## config.mk

```make
export PLATFORM = sky130hd
export DESIGN_NAME = tone_sample_feeder_flat
export DESIGN_NICKNAME = d
export VERILOG_FILES = /design/src/rtl/tone_sample_feeder_if.sv /design/src/rtl/tone_sample_feeder.sv /design/src/flat_wrapper.sv
export SDC_FILE = /design/constraint.sdc
export NUM_CORES = 1
export LEC_CHECK = 0
export ABC_AREA = 1
export CORE_ASPECT_RATIO = 0.5
export CORE_MARGIN = 2
export CORE_UTILIZATION = 33
export CTS_CLUSTER_DIAMETER = 100
export DETAILED_ROUTE_END_ITERATION = 6
export SLEW_MARGIN = 10
export SYNTH_ARGS = -nofsm -noshare
export SYNTH_HDL_FRONTEND = slang
export SYNTH_SLANG_ARGS = --single-unit
```

## constraint.sdc

```tcl
create_clock -name clock -period 3.8 [get_ports clock]
set_clock_uncertainty 0.15 [all_clocks]
set_input_delay 0.38 -clock clock [delete_from_list [all_inputs] [get_ports clock]]
set_output_delay 0.38 -clock clock [all_outputs]
set_load 0.05 [all_outputs]
```

## src/rtl/tone_sample_feeder_if.sv

```systemverilog
// Codec write port: push strobe, ready, and the stereo sample pair.
interface tone_sample_feeder_if;
   logic        write;
   logic        write_ready;
   logic [23:0] writedata_left;
   logic [23:0] writedata_right;

   modport master (output write, writedata_left, writedata_right, input write_ready);
   modport slave  (input write, writedata_left, writedata_right, output write_ready);
endinterface

```

## src/rtl/tone_sample_feeder.sv

```systemverilog
// Turns the synchronized note square wave into enveloped signed PCM pushes to the codec.
// Optional STEREO_PAN_EN adds a pan[1:0] input selecting per-channel level.
module tone_sample_feeder #(
   parameter logic [22:0] AMP_MAX      = 23'h400000,
   parameter logic [22:0] ATTACK_STEP  = 23'd4096,
   parameter logic [22:0] RELEASE_STEP = 23'd1024,
   parameter int          GAP          = 3
) (
   input  logic                        clock,
   input  logic                        reset,
   input  logic                        enable,
   input  logic                        note_clock,
   input  logic                        note_active,
`ifdef STEREO_PAN_EN
   input  logic [1:0]                  pan,
`endif
   tone_sample_feeder_if.master        codec,
   output logic [22:0]                 env_level
);

   typedef enum logic [1:0] {WAIT, PUSH, HOLD} state_t;

   localparam logic [3:0] GAP_LOAD = (GAP == 0) ? 4'd0 : 4'(GAP - 1);

   state_t      state;
   logic [3:0]  gap_cnt;
   logic        note_meta;
   logic        note_s;
   logic [23:0] sample;
   logic [23:0] half;
   logic [23:0] sum_att;
   logic [23:0] left_n;
   logic [23:0] right_n;

   always_ff @(posedge clock or posedge reset) begin
      if (reset) begin
         note_meta <= 1'b0;
         note_s    <= 1'b0;
      end else begin
         note_meta <= note_clock;
         note_s    <= note_meta;
      end
   end

   // 24-bit sum keeps the attack carry visible so saturation never wraps.
   assign sum_att = {1'b0, env_level} + {1'b0, ATTACK_STEP};

   always_comb begin
      sample = 24'd0;
      if (env_level != 23'd0) begin
         if (note_s)
            sample = {1'b0, env_level};
         else
            sample = ~{1'b0, env_level} + 24'd1;
      end
   end

   assign half = 24'($signed(sample) >>> 1);

   always_comb begin
      left_n  = sample;
      right_n = sample;
`ifdef STEREO_PAN_EN
      case (pan)
         2'b01:   right_n = 24'd0;
         2'b10:   left_n  = 24'd0;
         2'b11: begin
            left_n  = half;
            right_n = half;
         end
         default: ;
      endcase
`else
      if (half[0]) left_n = sample;
`endif
   end

   always_ff @(posedge clock or posedge reset) begin
      if (reset) begin
         state                 <= WAIT;
         gap_cnt               <= 4'd0;
         env_level             <= 23'd0;
         codec.write           <= 1'b0;
         codec.writedata_left  <= 24'd0;
         codec.writedata_right <= 24'd0;
      end else begin
         case (state)
            WAIT: begin
               codec.write <= 1'b0;
               if (enable && codec.write_ready) begin
                  codec.writedata_left  <= left_n;
                  codec.writedata_right <= right_n;
                  codec.write           <= 1'b1;
                  state                 <= PUSH;
               end
            end
            PUSH: begin
               codec.write <= 1'b0;
               if (note_active)
                  env_level <= (sum_att > {1'b0, AMP_MAX}) ? AMP_MAX : sum_att[22:0];
               else
                  env_level <= (env_level < RELEASE_STEP) ? 23'd0 : env_level - RELEASE_STEP;
               if (GAP == 0) begin
                  state <= WAIT;
               end else begin
                  gap_cnt <= GAP_LOAD;
                  state   <= HOLD;
               end
            end
            HOLD: begin
               codec.write <= 1'b0;
               if (gap_cnt == 4'd0)
                  state <= WAIT;
               else
                  gap_cnt <= gap_cnt - 4'd1;
            end
            default: begin
               codec.write <= 1'b0;
               state       <= WAIT;
            end
         endcase
      end
   end

endmodule

```

## src/flat_wrapper.sv

```systemverilog
// flat-port wrapper written by rule: the top's interface ports become plain ports
module tone_sample_feeder_flat 
#(
   parameter logic [22:0] AMP_MAX      = 23'h400000,
   parameter logic [22:0] ATTACK_STEP  = 23'd4096,
   parameter logic [22:0] RELEASE_STEP = 23'd1024,
   parameter int          GAP          = 3
)
  (clock, reset, enable, note_clock, note_active, env_level, codec_write, codec_writedata_left, codec_writedata_right, codec_write_ready);
  tone_sample_feeder_if codec_i ();
  input  logic clock;
  input  logic reset;
  input  logic enable;
  input  logic note_clock;
  input  logic note_active;
  output logic [22:0] env_level;
  output wire logic [$bits(codec_i.write)-1:0] codec_write;
  output wire logic [$bits(codec_i.writedata_left)-1:0] codec_writedata_left;
  output wire logic [$bits(codec_i.writedata_right)-1:0] codec_writedata_right;
  input wire logic [$bits(codec_i.write_ready)-1:0] codec_write_ready;
  assign codec_write = codec_i.write;
  assign codec_writedata_left = codec_i.writedata_left;
  assign codec_writedata_right = codec_i.writedata_right;
  assign codec_i.write_ready = codec_write_ready;
  tone_sample_feeder #(.AMP_MAX(AMP_MAX), .ATTACK_STEP(ATTACK_STEP), .RELEASE_STEP(RELEASE_STEP), .GAP(GAP)) u_core (.clock(clock), .reset(reset), .enable(enable), .note_clock(note_clock), .note_active(note_active), .codec(codec_i), .env_level(env_level));
endmodule
```

==> impl_metrics.csv <==
group,metric,value,unit
run_status,status,"finished clean",
cells_and_area,n_fill_cell,777,
synth,synth_edf_count,0,
global_routing,grt.total_usage,15.2,%
cells_and_area,register_area,951,um^2
global_routing,overflow,0,
synth,synth.top_cell.area_share,36.3,%
power,sequentialPowerShare,24.0,%
synth,synth_top_area_cell,"dfrtp_1",
global_routing,grt_antenna_before_repair,0,
setup_path,end_kind,"flop",
timing,rsz0062_at_grt,"false",
synth,yosysSeqAreaShare,36.3,%
power,switching_share,52.6,%
routing,dr.pass1.iters,5,
timing,setup_slack,1.43,ns
synth,synth_seq_cells,38,
global_routing,first_global_vias,1970,
cts,cts.repair.resized,0,
cts,clkSinkCount,38,
cells_and_area,multiInputGateArea,1180,um^2
power,cellPowerDensity,1020,nW/um^2
cells_and_area,final_common_cell,"nand2_1",
global_routing,grt_max_degree,39,
cells_and_area,fin_util,44.1,%
cts,cts_buffers,5,
timing,setup_viol,0,
die,dieArea,8700,um^2
die,ios,78,
routing,drc,0,
power,clockPowerShare,16.7,%
power,p_leak,1.56,nW
cts,cts_hold_buf,0,
setup_path,required,3.85,ns
timing,hold_viol,0,
place,port_buffers,67,
synth,synthCells,360,
synth,synth_cell_types,31,
timing,fin_crit_sh,62.4,%
timing,finalSetupTns,0,ns
setup_path,arrival,2.43,ns
power,ir_drop,0.332,mV
synth,netlist_top_cells_area,"dfrtp_1 (36%), buf_4 (13%), nand2_1 (12%)",
die,chipWidth,130,um
power,finalPower,3.37,mW
synth,yosysWarnings,0,
power,power_frac_comb,59.3,%
cells_and_area,drive_gt1_share,4.04,%
place,pre_cts_ws,1.20,ns
cells_and_area,layout.nets,407,
cts,post_cts_buffers,0,
timing,drv_slew,0,
routing,routed_wl,6230,um
cells_and_area,design_area,3310,um^2
setup_path,worst-setup-path-type,"reg2reg",
cells_and_area,area_growth,26.6,%
routing,drt-initial-drc-count,224,
cts,insertion_delay,0.28,ns
setup_path,worstPathCellList,"ha_1, nand3_1, inv_1, nand2_1, nand2_1, nand2_1, nor2_1, nand2_1, o21ai_4, nand2_1, a21oi_1",
setup_path,cp_max_fo,11,
setup_path,cp_slowest_stage_delay,0.59,ns
routing,vias_per_cell,4.47,
min_path,holdPathStages,0,
cts,clockBufferDepth,2,
cts,cts_tree,"built",
synth,synth.avg_cell_area,7.27,um^2
timing,worst_pin_slew,0.663,ns
place,hpwl,4680,um
cells_and_area,num_antenna_cells,0,
job,drv_cap,0,
setup_path,start_kind,"flop",
die,core_area,7510,um^2
place,place.gp.congestion,0.872,
cts,htree_levels,2,
power,p_int,1.59,mW
setup_path,slowest_stage,"dfrtp_1",
die,num_rows,22,
timing,slew_headroom,55.6,%
synth,syn_area,2620,um^2
power,power_switching,1.77,mW
cells_and_area,layout_common_cells,"nand2_1 (81), clkdlybuf4s50_1 (67), nor2_1 (43)",
place,dpl_cell_area,3120,um^2
min_path,hold_class,"reg2reg",
timing,fin_crit,2.37,ns
routing,dr_total_vias,2254,
setup_path,worstRegToRegCells,11,
synth,ys_async_sr_fraction,100,%
synth,synth_ff_type,"dfrtp_1",
timing,max_freq,0.422,GHz
die,initial_utilization,34.8,%
cts,cts_root_buf,"clkbuf_16",
routing,wl_per_cell,12.4,um
die,die_height,67.0,um
routing,final_antenna_net_count,0,
global_routing,grt_pass1_wl,10200,um
setup_path,cpMostUsedCell,"nand2_1",
cts,clkTransAtPathRegs,0.06,ns
==> critical path, delay by kind of cell, from the launching register on <==
| family | cells | cell delay (ns) |
|---|---|---|
| buffers and inverters | 1 | 0.12 |
| AOI/OAI and AO/OA | 2 | 0.44 |
| and+or+nand+nor | 7 | 0.69 |
| adders and majority gates | 1 | 0.31 |
| DFF | 1 | 0.59 |
==> per-layer routing <==
metal,up-vias,global-route usage (%),routed length (um)
li1,1155,-,-
met1,997,22.3,3200
met2,97,22.5,2500
met3,5,3.05,473
met4,0,4.03,57
met5,-,0,0
==> registers in the layout, indices dropped and copies added, names as in the netlist <==
signal / flops
u_core.codec.write: 1
u_core.codec.writedata_left: 16
u_core.env_level: 13
u_core.gap_cnt: 4
u_core.note_meta: 1
u_core.note_s: 1
u_core.state: 2
==> layout make-up <==
cell class / instances / area share [%]
inverter: 43 / 4.87
tap: 108 / 4.08
multi-input combinational: 238 / 35.7
timing repair buffer: 69 / 20.7
clock buffer: 6 / 4.19
clock inverter: 2 / 1.81
sequential: 38 / 28.7
==> per-stage QoR <==
step                cells  hold WS [ns]
finish                504         0.203
global placement      496         0.184
CTS                   504         0.207
detailed placement    496         0.189
global route          504         0.204
floorplan             369         0.181
==> power groups by stage <==
stage               Clock, mW  Sequential [mW]  Combinational (mW)
detailed placement          0            0.816                1.99
global placement            0            0.815                1.99
finish                  0.561            0.807                2.00
CTS                     0.572            0.810                2.00
global route            0.593            0.846                2.14
floorplan                   0             1.20                1.09
==> logic make-up (layout without fill, tap and decap cells) <==
family / Yosys count / count (layout) / synth area share [%]
buffers and inverters: 93 / 120 / 19.8
other: 1 / 10 / 0.143
AO/OA/AOI/OAI: 53 / 53 / 11.4
XOR/XNOR: 17 / 17 / 5.69
AND/OR/NAND/NOR: 152 / 152 / 23.8
flip-flops: 38 / 38 / 36.3
adder cells (fa/ha/maj): 6 / 6 / 2.87
==> synthesized netlist by cell type, drive strengths merged, types with 2 or more instances <==
| library cell | number |
|---|---|
| a21oi | 17 |
| a22oi | 3 |
| buf | 46 |
| clkbuf | 4 |
| clkinv | 2 |
| dfrtp | 38 |
| ha | 6 |
| inv | 41 |
| nand2 | 83 |
| nand3 | 16 |
| nand4 | 3 |
| nor2 | 44 |
| nor3 | 3 |
| o211ai | 2 |
| o21ai | 27 |
| o22ai | 2 |
| xnor2 | 2 |
| xor2 | 15 |
==> worst paths after layout <==
path                                                          endpoint                        startpoint  slack [ns]
hold / removal                                 u_core.note_s$_DFF_PP0_        u_core.note_meta$_DFF_PP0_        0.20
setup reg to reg                      u_core.env_level[13]$_DFFE_PP0P_  u_core.env_level[13]$_DFFE_PP0P_        1.43
max in group asynchronous  u_core.codec.writedata_left[20]$_DFFE_PP0P_                             reset        2.80
setup / recovery                      u_core.env_level[13]$_DFFE_PP0P_  u_core.env_level[13]$_DFFE_PP0P_        1.43
hold reg to reg                                u_core.note_s$_DFF_PP0_        u_core.note_meta$_DFF_PP0_        0.20
min in group asynchronous                u_core.gap_cnt[3]$_DFFE_PP0P_                             reset        0.36
(Power assumes the default switching activity.)
==> variant, RTL diff (same settings) <==
Put one more register stage on the output `env_level`, cleared by the reset. The value now appears one clock later. The other outputs are not delayed to match.
--- a/src/rtl/tone_sample_feeder.sv
+++ b/src/rtl/tone_sample_feeder.sv
@@ -23,4 +23,6 @@
    localparam logic [3:0] GAP_LOAD = (GAP == 0) ? 4'd0 : 4'(GAP - 1);
 
+   logic [22:0] env_level_s0;
+
    state_t      state;
    logic [3:0]  gap_cnt;
@@ -44,13 +46,13 @@
 
    // 24-bit sum keeps the attack carry visible so saturation never wraps.
-   assign sum_att = {1'b0, env_level} + {1'b0, ATTACK_STEP};
+   assign sum_att = {1'b0, env_level_s0} + {1'b0, ATTACK_STEP};
 
    always_comb begin
       sample = 24'd0;
-      if (env_level != 23'd0) begin
+      if (env_level_s0 != 23'd0) begin
          if (note_s)
-            sample = {1'b0, env_level};
+            sample = {1'b0, env_level_s0};
          else
-            sample = ~{1'b0, env_level} + 24'd1;
+            sample = ~{1'b0, env_level_s0} + 24'd1;
       end
    end
@@ -80,5 +82,5 @@
          state                 <= WAIT;
          gap_cnt               <= 4'd0;
-         env_level             <= 23'd0;
+         env_level_s0          <= 23'd0;
          codec.write           <= 1'b0;
          codec.writedata_left  <= 24'd0;
@@ -98,7 +100,7 @@
                codec.write <= 1'b0;
                if (note_active)
-                  env_level <= (sum_att > {1'b0, AMP_MAX}) ? AMP_MAX : sum_att[22:0];
+                  env_level_s0 <= (sum_att > {1'b0, AMP_MAX}) ? AMP_MAX : sum_att[22:0];
                else
-                  env_level <= (env_level < RELEASE_STEP) ? 23'd0 : env_level - RELEASE_STEP;
+                  env_level_s0 <= (env_level_s0 < RELEASE_STEP) ? 23'd0 : env_level_s0 - RELEASE_STEP;
                if (GAP == 0) begin
                   state <= WAIT;
@@ -123,4 +125,12 @@
    end
 
+   always_ff @(posedge clock or posedge reset) begin
+      if (reset) begin
+         env_level <= '0;
+      end else begin
+         env_level <= env_level_s0;
+      end
+   end
+
 endmodule
 
Function: changed (Yosys sat finds a counterexample within 4 cycles, from zero or initial values and one cycle with reset high).
==> variant against the unedited design <==
Count of clock-buffer cells in the layout did not move. Sequential cell count increased by 13. Hold slack lost 3.6 ps. Synthesized area increased by 15%. Critical path depth decreased by 10. Die area is 14% higher. Routed wire length rose by 5.7%. Setup slack improved by 24 ps. Cell count rose by 5.6%. Synthesized cell count increased by 6.7%. Total power is 4.0% higher. Design area increased by 9.4%. Global-route usage down 1.7 points. Critical path type is now reg2out. Largest power group unchanged. Highest routed layer unchanged.
==> variant: results (changes against the unedited design) <==
worst voltage drop across the vdd grid=0.000340 V (+2.4%); most used standard cells in the synthesized netlist=sky130_fd_sc_hd__nand2_1, sky130_fd_sc_hd__dfrtp_1, sky130_fd_sc_hd__buf_4, sky130_fd_sc_hd__inv_1, sky130_fd_sc_hd__nor2_1; Setup crit start=u_core.codec.writedata_left[9]; crit path capture=codec_writedata_left[5]; worst-path maximum fanout=19 (+8); half-perimeter wire length of the detailed placement result=4920 µm (+5.0%); global placement routability congestion=0.862 (-1.1%); NumNets Final=427 (+4.9%); PD cells=964 nW/µm² (-5.0%); Setup WS pre-CTS=1420 ps (+218 ps); overall routing resource usage=0.135 (-0.0172); post-placement cell count=525 (+5.8%); maximum number of pins on one net before global-route repair=52 (+33%); via count of the first global-routing pass=2,171 (+10%); top area cells in the synthesized netlist=sky130_fd_sc_hd__dfrtp_1, sky130_fd_sc_hd__buf_4, sky130_fd_sc_hd__nand2_1; layout cell share with drive strength beyond 1=0.0506 (+0.0102); Worst Hold Class=reg2reg; worst slack on hold paths=200 ps (-3.57 ps); DR pass1 iterations=4 (-1); switching power total=1830 µW (+3.4%); mean routed wirelength per cell=12.4 µm (+0.12%); delay contributed by the slowest stage of the critical path=900 ps (+310 ps); first-pass GRT wire length=10,900 µm (+6.9%); number of design-rule violations left by the first detailed-router iteration=204 (-8.9%); largest registers ranked by flip-flop count=u_core.codec.writedata_left: 16 flops, u_core.env_level: 13 flops, u_core.env_level_s0: 13 flops; via count=2,360 (+4.7%); number of instances in the synthesized netlist=384 (+6.7%); launch instance of the worst register-to-register path=u_core.env_level_s0[12]; Crit path arrival time=1820 ps (-610 ps); R2R Setup Slk=1540 ps (+110 ps); H-Tree Level Count=2 (unchanged); Max Clk Rate=0.426 GHz (+1.0%); sequential share of the synthesized area=0.424 (+0.0608); Resize count post-CTS=0 (unchanged); slowest cell on the critical path=sky130_fd_sc_hd__clkdlybuf4s50_1; vias per cell=4.44 (-0.81%); clock network fraction of design power=0.127 (-0.040); family of cells with the greatest summed delay on the critical path=buffers and inverters; actual slew at the worst max-slew pin=1040 ps (+377 ps); leak pwr=0.00170 µW (+9.6%); result of the run=finished clean; total cell area at the placement stage=3480 µm² (+12%); R2R depth=10 (-1); post-CTS setup buffer count=0 (unchanged)
-- variant: cell families after synthesis --
kind of cell | after synthesis | synth area share
AND/OR/NAND/NOR | 161 | 0.228
buffers and inverters | 98 | 0.184
AO/OA/AOI/OAI | 51 | 0.0915
flip-flops | 51 | 0.424
XOR/XNOR | 16 | 0.0466
adder cells (fa/ha/maj) | 6 | 0.0249
other | 1 | 0.00125
-- variant: per-layer routing --
| layer | part of all wire | track usage |
|---|---|---|
| met3 | 0.056 | 0.0287 |
| met5 | 0 | 0 |
| met2 | 0.43 | 0.206 |
| met1 | 0.51 | 0.197 |
| met4 | 0.0080 | 0.0325 |
-- variant: layout make-up --
| class | instances | area, µm² |
|---|---|---|
| Sequential cell | 51 | 1280 |
| Tap cell | 117 | 146 |
| Multi-Input combinational cell | 244 | 1210 |
| Timing Repair Buffer | 68 | 678 |
| Clock inverter | 1 | 5.00 |
| Clock buffer | 6 | 139 |
| Fill cell | 876 | 5140 |
| Inverter | 45 | 169 |
